===== src/rtl/encoder_8_3_queued.sv =====
// Sequential 8-to-3 request encoder: captures requests on D0..D7, holds them
// pending, and offers one index at a time as A2..A0 on a V/RDY handshake.
// ROUND_ROBIN=0 selects the highest pending index; ROUND_ROBIN=1 rotates
// ascending from one past the last accepted index.
module encoder_8_3_queued #(
    parameter int unsigned ROUND_ROBIN = 0
) (
    input  logic CLK,
    input  logic RST_N,
    input  logic D0,
    input  logic D1,
    input  logic D2,
    input  logic D3,
    input  logic D4,
    input  logic D5,
    input  logic D6,
    input  logic D7,
    input  logic RDY,
    output logic A0,
    output logic A1,
    output logic A2,
    output logic V,
    output logic MULTI,
    output logic OVF
);

    typedef enum logic {
        IDLE  = 1'b0,
        OFFER = 1'b1
    } state_t;

    state_t     state_q, state_d;
    logic [7:0] pend_q, pend_d;
    logic [7:0] req;
    logic [7:0] served;
    logic [2:0] code_q, code_d;
    logic [2:0] last_q, last_d;
    logic       ovf_q, ovf_d;

    // Winner among pending bits. Round robin scans last+8 down to last+1 so
    // the final assignment is the nearest index after last (last itself is
    // lowest priority, reached through the 3-bit wrap of last+8).
    function automatic logic [2:0] select_idx(input logic [7:0] p, input logic [2:0] last);
        logic [2:0] sel;
        logic [2:0] idx;
        sel = '0;
        idx = '0;
        if (ROUND_ROBIN != 0) begin
            for (int unsigned k = 8; k >= 1; k--) begin
                idx = last + 3'(k);
                if (p[idx]) sel = idx;
            end
        end else begin
            for (int unsigned i = 0; i < 8; i++) begin
                if (p[i]) sel = 3'(i);
            end
        end
        return sel;
    endfunction

    // Pending-mask update: clear the accepted index, merge new requests, flag merges.
    always_comb begin
        req    = {D7, D6, D5, D4, D3, D2, D1, D0};
        served = '0;
        if (state_q == OFFER && RDY) served[code_q] = 1'b1;
        pend_d = (pend_q & ~served) | req;
        ovf_d  = |(req & pend_q & ~served);
    end

    // Handshake FSM: load a new code when idle or on acceptance, hold under backpressure.
    always_comb begin
        state_d = state_q;
        code_d  = code_q;
        last_d  = last_q;
        case (state_q)
            IDLE: begin
                if (pend_d != '0) begin
                    code_d  = select_idx(pend_d, last_q);
                    state_d = OFFER;
                end
            end
            OFFER: begin
                if (RDY) begin
                    last_d = code_q;
                    if (pend_d != '0) begin
                        code_d = select_idx(pend_d, code_q);
                    end else begin
                        state_d = IDLE;
                    end
                end
            end
            default: state_d = IDLE;
        endcase
    end

    // State registers with asynchronous active-low reset.
    always_ff @(posedge CLK or negedge RST_N) begin
        if (!RST_N) begin
            state_q <= IDLE;
            pend_q  <= '0;
            code_q  <= '0;
            last_q  <= 3'd7;
            ovf_q   <= 1'b0;
        end else begin
            state_q <= state_d;
            pend_q  <= pend_d;
            code_q  <= code_d;
            last_q  <= last_d;
            ovf_q   <= ovf_d;
        end
    end

    assign {A2, A1, A0} = code_q;
    assign V            = (state_q == OFFER);
    assign OVF          = ovf_q;
    // Two or more bits set: clearing the lowest set bit leaves something behind.
    assign MULTI        = |(pend_q & (pend_q - 8'd1));

endmodule


===== config.mk =====
export PLATFORM = sky130hd
export DESIGN_NAME = encoder_8_3_queued
export DESIGN_NICKNAME = d
export VERILOG_FILES = /design/src/rtl/encoder_8_3_queued.sv
export SDC_FILE = /design/constraint.sdc
export NUM_CORES = 1
export LEC_CHECK = 0
export ABC_AREA = 1
export CORE_UTILIZATION = 53
export DETAILED_ROUTE_END_ITERATION = 7
export GPL_ROUTABILITY_DRIVEN = 0
export HOLD_SLACK_MARGIN = 0.15
export PLACE_DENSITY = 0.82
export SLEW_MARGIN = 20
export SYNTH_ARGS = -nofsm -noshare
export SYNTH_HDL_FRONTEND = slang
export SYNTH_SLANG_ARGS = --single-unit

===== constraint.sdc =====
create_clock -name CLK -period 2.91 [get_ports CLK]
set_input_delay 0.582 -clock CLK [delete_from_list [all_inputs] [get_ports CLK]]
set_output_delay 0.582 -clock CLK [all_outputs]
set_load 0.005 [all_outputs]

==> summary.json, run 1 <==
{
  "status": {
    "outcome": "finished clean"
  },
  "placed_design": {
    "postPlaceCellArea_mm2": 0.001011,
    "buffer_ports.inserted": 16,
    "pre_cts_ws_ns": 0.6855,
    "dp_hpwl_um": 1406
  },
  "route": {
    "detail_route.wl_per_cell_um": 13.60,
    "avgViaCountPerCell": 5.364,
    "remaining_antenna_violation_count": 0,
    "detail_route.iter0.violations": 27,
    "drc": 0,
    "detailedRoute.firstPassIterationCount": 4,
    "num_vias": 751,
    "routed_wirelength_um": 1904
  },
  "logic_synthesis": {
    "fraction_of_synthesized_cell_area_taken_by_the_top_area_cell_type": 0.3910,
    "post-synth-top-area-cell": "sky130_fd_sc_hd__dfrtp_1",
    "post_synth.cell_area_avg_um2": 7.924,
    "synth.net_count": 116,
    "ys_seq_area_frac": 0.3910,
    "mappedNetlistArea_um2": 832.0,
    "ys_ff_latch": 13,
    "ys_types": 20,
    "synth_warnings": 0,
    "synth_area_leaders": "sky130_fd_sc_hd__dfrtp_1 39%, sky130_fd_sc_hd__nand2_1 12%, sky130_fd_sc_hd__inv_1 7.7%, sky130_fd_sc_hd__nand2_2 4.5%, sky130_fd_sc_hd__o21ai_2 4.2%",
    "syn_inst": 105
  },
  "grt": {
    "first_pass_grt_wire_length_um": 3146,
    "grt_pass1_vias": 687,
    "pin_count_of_the_biggest_net_entering_global_routing": 14,
    "grt_antenna_before_repair": 0,
    "grt.total_usage": 0.2514,
    "grt_remaining_overflow": 0
  },
  "pwr": {
    "power.density_cell_area_mw_per_mm2": 384.1,
    "power.ir.vdd_worst_mv": 0.2920,
    "total_leakage_power_uw": 0.0004905
  },
  "clock_tree": {
    "htreeDepth": 1,
    "buffer_levels_on_the_longest_clock_path": 2,
    "cts_tree": "built",
    "post_cts_resized": 0,
    "clock_insertion_delay_worst_skew_ns": 0.29,
    "cts_made_buffers": 3,
    "clk_pin_slew_ns": 0.08,
    "post_cts_setup_buffer_count": 0,
    "ctsHoldBuffers": 0,
    "cts.root.buffer_cell": "sky130_fd_sc_hd__clkbuf_4",
    "clock-sinks": 13
  },
  "floorplanning": {
    "floorplan.core_area_mm2": 0.001383,
    "num_io_pins": 17,
    "die-width_um": 41.62,
    "rows": 13,
    "start_util": 0.6018,
    "dieArea_mm2": 0.001732,
    "die_y_extent_um": 41.62
  },
  "setup_path": {
    "timing.critical_path.arrival_ns": 1.84,
    "worst-setup-path-type": "flip-flop to primary output",
    "worst_setup_path_end_kind": "primary output",
    "critical_path.startpoint_type": "flip-flop",
    "cpPeakStageDelay_ns": 0.52,
    "timing.critical_path.max_delay_family": "buffers and inverters",
    "worstPathCellList": "inv_1 -> nand2_1 -> nor2_1 -> maj3_1 -> o2111ai_1 -> clkdlybuf4s50_1",
    "critical_path.max_fanout": 3,
    "critical-path-slowest-cell": "sky130_fd_sc_hd__clkdlybuf4s50_1",
    "crit_buf_inv": 2,
    "worst_ep_required_time_ns": 2.33
  },
  "finish": {
    "final_layout_size_suffix_gt1_frac": 0.2400,
    "area_delta_synth_final_pct": 24.66,
    "insertedDiodeCount": 0,
    "nets": 137,
    "design_area_mm2": 0.001037
  },
  "hold_path": {
    "min_path_type": "flip-flop to flip-flop"
  },
  "sta": {
    "fin_tns_setup_ns": 0,
    "maxSlewViolCount": 0,
    "timing.fmax_ghz": 0.4134,
    "final.setup.worst_slack_ns": 0.4908,
    "max_slew.worst_pin.slew_ns": 0.5940,
    "grt_setup_unrepaired": "no",
    "fin_crit_ns": 2.419,
    "endpoints_failing_setup": 0,
    "final.setup_skew_ns": 0.002637,
    "timing_hold_violations_final": 0,
    "slew_headroom": 0.6027,
    "min_period_over_period": 0.8313
  },
  "flow_run": {
    "max-cap-violations": 0
  }
}
## placed cells by master (no fill, tap or decap)
| cell | n |
|---|---|
| sky130_fd_sc_hd__o21ai_0 | 3 |
| sky130_fd_sc_hd__nor2_2 | 4 |
| sky130_fd_sc_hd__nor2_1 | 9 |
| sky130_fd_sc_hd__nand3_2 | 3 |
| sky130_fd_sc_hd__nand2_4 | 1 |
| sky130_fd_sc_hd__o22ai_1 | 1 |
| sky130_fd_sc_hd__nand2_2 | 6 |
| sky130_fd_sc_hd__clkdlybuf4s50_1 | 16 |
| sky130_fd_sc_hd__clkbuf_4 | 3 |
| sky130_fd_sc_hd__nand2_1 | 27 |
| sky130_fd_sc_hd__o21ai_2 | 4 |
| sky130_fd_sc_hd__o21bai_2 | 2 |
| sky130_fd_sc_hd__a31oi_1 | 2 |
| sky130_fd_sc_hd__inv_1 | 17 |
| sky130_fd_sc_hd__a21oi_4 | 2 |
| sky130_fd_sc_hd__a21oi_1 | 2 |
| sky130_fd_sc_hd__maj3_1 | 1 |
| sky130_fd_sc_hd__nand3_1 | 2 |
| sky130_fd_sc_hd__inv_2 | 2 |
| sky130_fd_sc_hd__nor2_4 | 3 |
| sky130_fd_sc_hd__o2111ai_1 | 1 |
| sky130_fd_sc_hd__dfrtp_1 | 13 |
| sky130_fd_sc_hd__clkbuf_1 | 1 |
## tightest hold or removal path, stage by stage (launching register included)
cell                      delay, ns
sky130_fd_sc_hd__dfrtp_1       0.39
sky130_fd_sc_hd__nand2_1       0.08
sky130_fd_sc_hd__nand2_2       0.08
## worst paths after layout
kind | to | slack [ns] | start | depth (start not counted)
min in group asynchronous | pend_q[6]$_DFF_PN0_ | 0.66 | RST_N | 1
worst max register to register | code_q[0]$_DFFE_PN0P_ | 1.33 | code_q[2]$_DFFE_PN0P_ | 10
worst min-delay path | pend_q[4]$_DFF_PN0_ | 0.58 | pend_q[4]$_DFF_PN0_ | 2
worst min register to register | pend_q[4]$_DFF_PN0_ | 0.58 | pend_q[4]$_DFF_PN0_ | 2
max in group asynchronous | code_q[0]$_DFFE_PN0P_ | 1.86 | RST_N | 1
worst max-delay path | MULTI | 0.49 | pend_q[2]$_DFF_PN0_ | 6
## cells by family (layout without fill, tap and decap cells)
logic type,count (synthesis),in the layout,synth area share
adder cells (fa/ha/maj),1,1,0.01203
flip-flops,13,13,0.3910
AO/OA/AOI/OAI,17,17,0.1714
buffers and inverters,19,39,0.08572
AND/OR/NAND/NOR,55,55,0.3398
## where the power goes
| group | switching (uW) | internal, uW |
|---|---|---|
| combinational | 42.9 | 35.7 |
| clock | 66.2 | 53.4 |
| sequential | 11.5 | 189 |
## flip-flops by register name (all words and copies together), names as in the netlist
signal and flops:
OVF 1, code_q 3, pend_q 8, V 1
## through the flow
stage,power [uW],hold WS (ns),utilization,cells
3_3_place_gp,278.8,0.5561,0.7312,136
3_5_place_dp,280.8,0.5608,0.7312,136
5_1_grt,414.4,0.6057,0.7502,140
2_1_floorplan,244.9,0.2864,-,105
6_report,398.4,0.5773,0.7502,140
4_1_cts,397.3,0.5812,0.7502,140
## routing by layer
metal	GRT usage	wire length [um]	vias up
li1	-	-	369
met5	0	0	-
met1	0.2958	819	343
met2	0.4094	919	28
met4	0.1484	76	0
met3	0.06522	88	11
## synthesized netlist by cell type, drive strengths merged
cell     number
a21oi         4
a31oi         2
dfrtp        13
inv          19
maj3          1
nand2        34
nand3         5
nor2         16
o2111ai       1
o21ai         7
o21bai        2
o22ai         1
## area by class of cell
type / instances / area, um^2
sequential: 13 / 325.3
fill: 112 / 345.3
timing repair buffer: 16 / 160.2
inverter: 19 / 71.32
tap: 15 / 18.77
multi-input combinational: 73 / 435.4
clock buffer: 4 / 26.28
No activity file was read; power rests on OpenSTA's default activity.
==> run 2, diff against run 1 <==
--- a/config.mk
+++ b/config.mk
@@ -6,11 +6,12 @@
 export NUM_CORES = 1
 export LEC_CHECK = 0
 export ABC_AREA = 1
-export CORE_UTILIZATION = 53
+export CORE_ASPECT_RATIO = 0.8
+export CORE_UTILIZATION = 44
 export DETAILED_ROUTE_END_ITERATION = 7
 export GPL_ROUTABILITY_DRIVEN = 0
 export HOLD_SLACK_MARGIN = 0.15
-export PLACE_DENSITY = 0.82
+export PLACE_DENSITY = 0.73
 export SLEW_MARGIN = 20
 export SYNTH_ARGS = -nofsm -noshare
 export SYNTH_HDL_FRONTEND = slang
==> constraint.sdc (replaced) <==
create_clock -name CLK -period 2 [get_ports CLK]
set_input_delay 0.4 -clock CLK [delete_from_list [all_inputs] [get_ports CLK]]
set_output_delay 0.4 -clock CLK [all_outputs]
set_load 0.005 [all_outputs]
==> run 2 against run 1 <==
Effect of this change:
- total power increased by 45%
- first-iteration DRC count decreased by 15%
- routed wire length decreased by 5.2%
- via count decreased by 2.4%
- cell area increased by 4.6%
- register-to-register slack got worse by 0.87 ns
- count of clock-buffer cells in the layout unchanged
- non-clock buffer count increased by 5
- final cell count increased by 8.6%
- worst setup slack got worse by 0.41 ns
- critical endpoint unchanged
==> summary.json, run 2 (synthesis results as in run 1) <==
{
  "status": {
    "outcome": "finished clean"
  },
  "route": {
    "detailedRoute.firstPassIterationCount": {"value": 4, "change": "unchanged"},
    "remaining_antenna_violation_count": {"value": 0, "change": "unchanged"},
    "num_vias": {"value": 733, "change": "-2.4%"},
    "detail_route.iter0.violations": {"value": 23, "change": "-15%"},
    "avgViaCountPerCell": {"value": 4.822, "change": "-10%"},
    "drc": {"value": 0, "change": "unchanged"},
    "detail_route.wl_per_cell": {"value": 11.88, "unit": "um", "change": "-13%"},
    "routed_wirelength": {"value": 1805, "unit": "um", "change": "-5.2%"}
  },
  "sta": {
    "timing_hold_violations_final": {"value": 0, "change": "unchanged"},
    "max_slew.worst_pin.slew": {"value": 0.6039, "unit": "ns", "change": "+0.009897 ns"},
    "min_period_over_period": 0.9576,
    "slew_headroom": {"value": 0.5961, "change": "-0.006618"},
    "fin_hold_ws": {"value": 0.4948, "unit": "ns", "change": "-0.08253 ns"},
    "fin_crit_ns": 1.915,
    "final.setup_skew": {"value": 0.008531, "unit": "ns", "change": "+0.005894 ns"},
    "maxSlewViolCount": {"value": 0, "change": "unchanged"},
    "timing.fmax_ghz": 0.5221,
    "fin_tns_setup": {"value": 0, "unit": "ns", "change": "unchanged"},
    "endpoints_failing_setup": {"value": 0, "change": "unchanged"},
    "final.setup.worst_slack": {"value": 0.08475, "unit": "ns", "change": "-0.4061 ns"}
  },
  "floorplanning": {
    "num_io_pins": {"value": 17, "change": "unchanged"},
    "rows": {"value": 13, "change": "unchanged"},
    "dieArea": {"value": 0.002070, "unit": "mm^2", "change": "+20%"},
    "start_util": {"value": 0.4919, "change": "-0.1099"},
    "die-width": {"value": 50.62, "unit": "um", "change": "+22%"},
    "die_y_extent": {"value": 40.90, "unit": "um", "change": "-1.7%"},
    "floorplan.core_area": {"value": 0.001692, "unit": "mm^2", "change": "+22%"}
  },
  "placed_design": {
    "postPlaceCellArea": {"value": 0.001042, "unit": "mm^2", "change": "+3.1%"},
    "buffer_ports.inserted": {"value": 16, "change": "unchanged"},
    "dp_hpwl": {"value": 1457, "unit": "um", "change": "+3.6%"},
    "pre_cts_ws": {"value": -0.05397, "unit": "ns", "change": "-0.7394 ns"}
  },
  "grt": {
    "grt_pass1_vias": {"value": 669, "change": "-2.6%"},
    "first_pass_grt_wire_length": {"value": 2732, "unit": "um", "change": "-13%"},
    "pin_count_of_the_biggest_net_entering_global_routing": {"value": 14, "change": "unchanged"},
    "grt.total_usage": {"value": 0.1880, "change": "-0.06341"},
    "grt_remaining_overflow": {"value": 0, "change": "unchanged"},
    "grt_antenna_before_repair": {"value": 0, "change": "unchanged"}
  },
  "setup_path": {
    "worst_ep_required_time": {"value": 1.60, "unit": "ns", "change": "-0.73 ns"},
    "critical_path.max_fanout": {"value": 2, "change": "-1"},
    "timing.critical_path.arrival": {"value": 1.52, "unit": "ns", "change": "-0.32 ns"},
    "critical_path.startpoint_type": "flip-flop",
    "worstRegToRegCells": {"value": 10, "change": "unchanged"},
    "worst-setup-path-type": "flip-flop to primary output",
    "worst_setup_path_end_kind": "primary output"
  },
  "finish": {
    "design_area": {"value": 0.001085, "unit": "mm^2", "change": "+4.6%"},
    "largest_reg_flops": {"value": 8, "change": "unchanged"},
    "max_flop_register": "pend_q",
    "final_common_cell": "sky130_fd_sc_hd__nand2_1",
    "insertedDiodeCount": {"value": 0, "change": "unchanged"},
    "final_layout_size_suffix_gt1_frac": {"value": 0.2769, "change": "+0.03692"},
    "nets": {"value": 142, "change": "+3.6%"},
    "finished_core_util": {"value": 0.6413, "change": "-0.1090"},
    "final_cell_mix": "27 x sky130_fd_sc_hd__nand2_1, 17 x sky130_fd_sc_hd__inv_1, 15 x sky130_fd_sc_hd__clkdlybuf4s50_1",
    "largestRegisters": "pend_q (8), code_q (3)",
    "area_delta_synth_final_pct": 30.38
  },
  "clock_tree": {
    "cts_tree": "built",
    "clk_pin_slew": {"value": 0.09, "unit": "ns", "change": "about the same"},
    "buffer_levels_on_the_longest_clock_path": {"value": 2, "change": "unchanged"},
    "clock_insertion_delay_worst_skew": {"value": 0.28, "unit": "ns", "change": "about the same"},
    "cts.root.buffer_cell": "sky130_fd_sc_hd__clkbuf_4",
    "cts_made_buffers": {"value": 3, "change": "unchanged"},
    "htreeDepth": {"value": 1, "change": "unchanged"},
    "clock-sinks": {"value": 13, "change": "unchanged"}
  },
  "pwr": {
    "total_leakage_power": {"value": 0.0005105, "unit": "uW", "change": "+4.1%"},
    "power.ir.vdd_worst": {"value": 0.3972, "unit": "mV", "change": "+36%"},
    "power.density_cell_area": {"value": 531.2, "unit": "mW/mm^2", "change": "+38%"}
  },
  "hold_path": {
    "min_path_type": "primary input to asynchronous set/reset pin"
  },
  "flow_run": {
    "max-cap-violations": {"value": 0, "change": "unchanged"}
  }
}
## run 2: cell types whose count changed in the layout (fill, tap and decap cells not counted), sizes merged
cell / previous run / this run
buf: 0 / 5
clkdlybuf4s50: 16 / 15
dlygate4sd2: 0 / 1
## run 2: critical path, cell delays in order (launching register included)
cell and delay (ns):
sky130_fd_sc_hd__dfrtp_1 0.41, sky130_fd_sc_hd__nor2_2 0.14, sky130_fd_sc_hd__nand2_1 0.08, sky130_fd_sc_hd__nor2_1 0.09, sky130_fd_sc_hd__maj3_1 0.15, sky130_fd_sc_hd__o2111ai_1 0.09, sky130_fd_sc_hd__dlygate4sd2_1 0.28
## run 2: area by class of cell
type | instances | area (um^2)
Timing Repair Buffer | 21 | 196.4
Clock buffer | 4 | 26.28
Tap cell | 22 | 27.53
Fill cell | 150 | 606.8
Inverter | 19 | 71.32
Multi-Input combinational cell | 73 | 437.9
Sequential cell | 13 | 325.3
## run 2: worst paths after layout
path	start	endpoint	slack (ns)
setup / recovery	pend_q[0]$_DFF_PN0_	MULTI	0.08
hold / removal	RST_N	pend_q[0]$_DFF_PN0_	0.49
setup reg to reg	code_q[2]$_DFFE_PN0P_	code_q[0]$_DFFE_PN0P_	0.46
hold reg to reg	code_q[1]$_DFFE_PN0P_	code_q[1]$_DFFE_PN0P_	0.59
max in group asynchronous	RST_N	pend_q[6]$_DFF_PN0_	1.11
min in group CLK	code_q[1]$_DFFE_PN0P_	code_q[1]$_DFFE_PN0P_	0.59
## run 2: metal layers
metal / track usage / part of all wire / wire length (um) / up-vias
met5: 0 / 0 / 0 / -
li1: - / - / - / 376
met2: 0.3633 / 0.47 / 851 / 20
met1: 0.2237 / 0.47 / 855 / 337
met3: 0.03704 / 0.055 / 99 / 0
met4: 0.04167 / 0 / 0 / 0
## run 2: report_power, final
group          switching [uW]  internal (uW)  total [uW]
Combinational            63.7           55.5         119
Clock                    90.8           77.2         168
Sequential               14.3            275         289
Total                     169            407         576
## run 2: per-stage QoR
stage	total power (uW)	cells
2_1_floorplan	356.3	105
3_3_place_gp	410.4	146
3_5_place_dp	411.9	146
4_1_cts	579.4	151
5_1_grt	600.3	152
6_report	576.2	152
## run 2: timing repair
item                                    4_1_cts  5_1_grt
pin swaps                                     0        1
gates resized for setup                       1        1
buffers inserted                              1        1
endpoints found under the setup margin        1        1
endpoints found under the hold margin         0        0
hold buffers                                  0        0
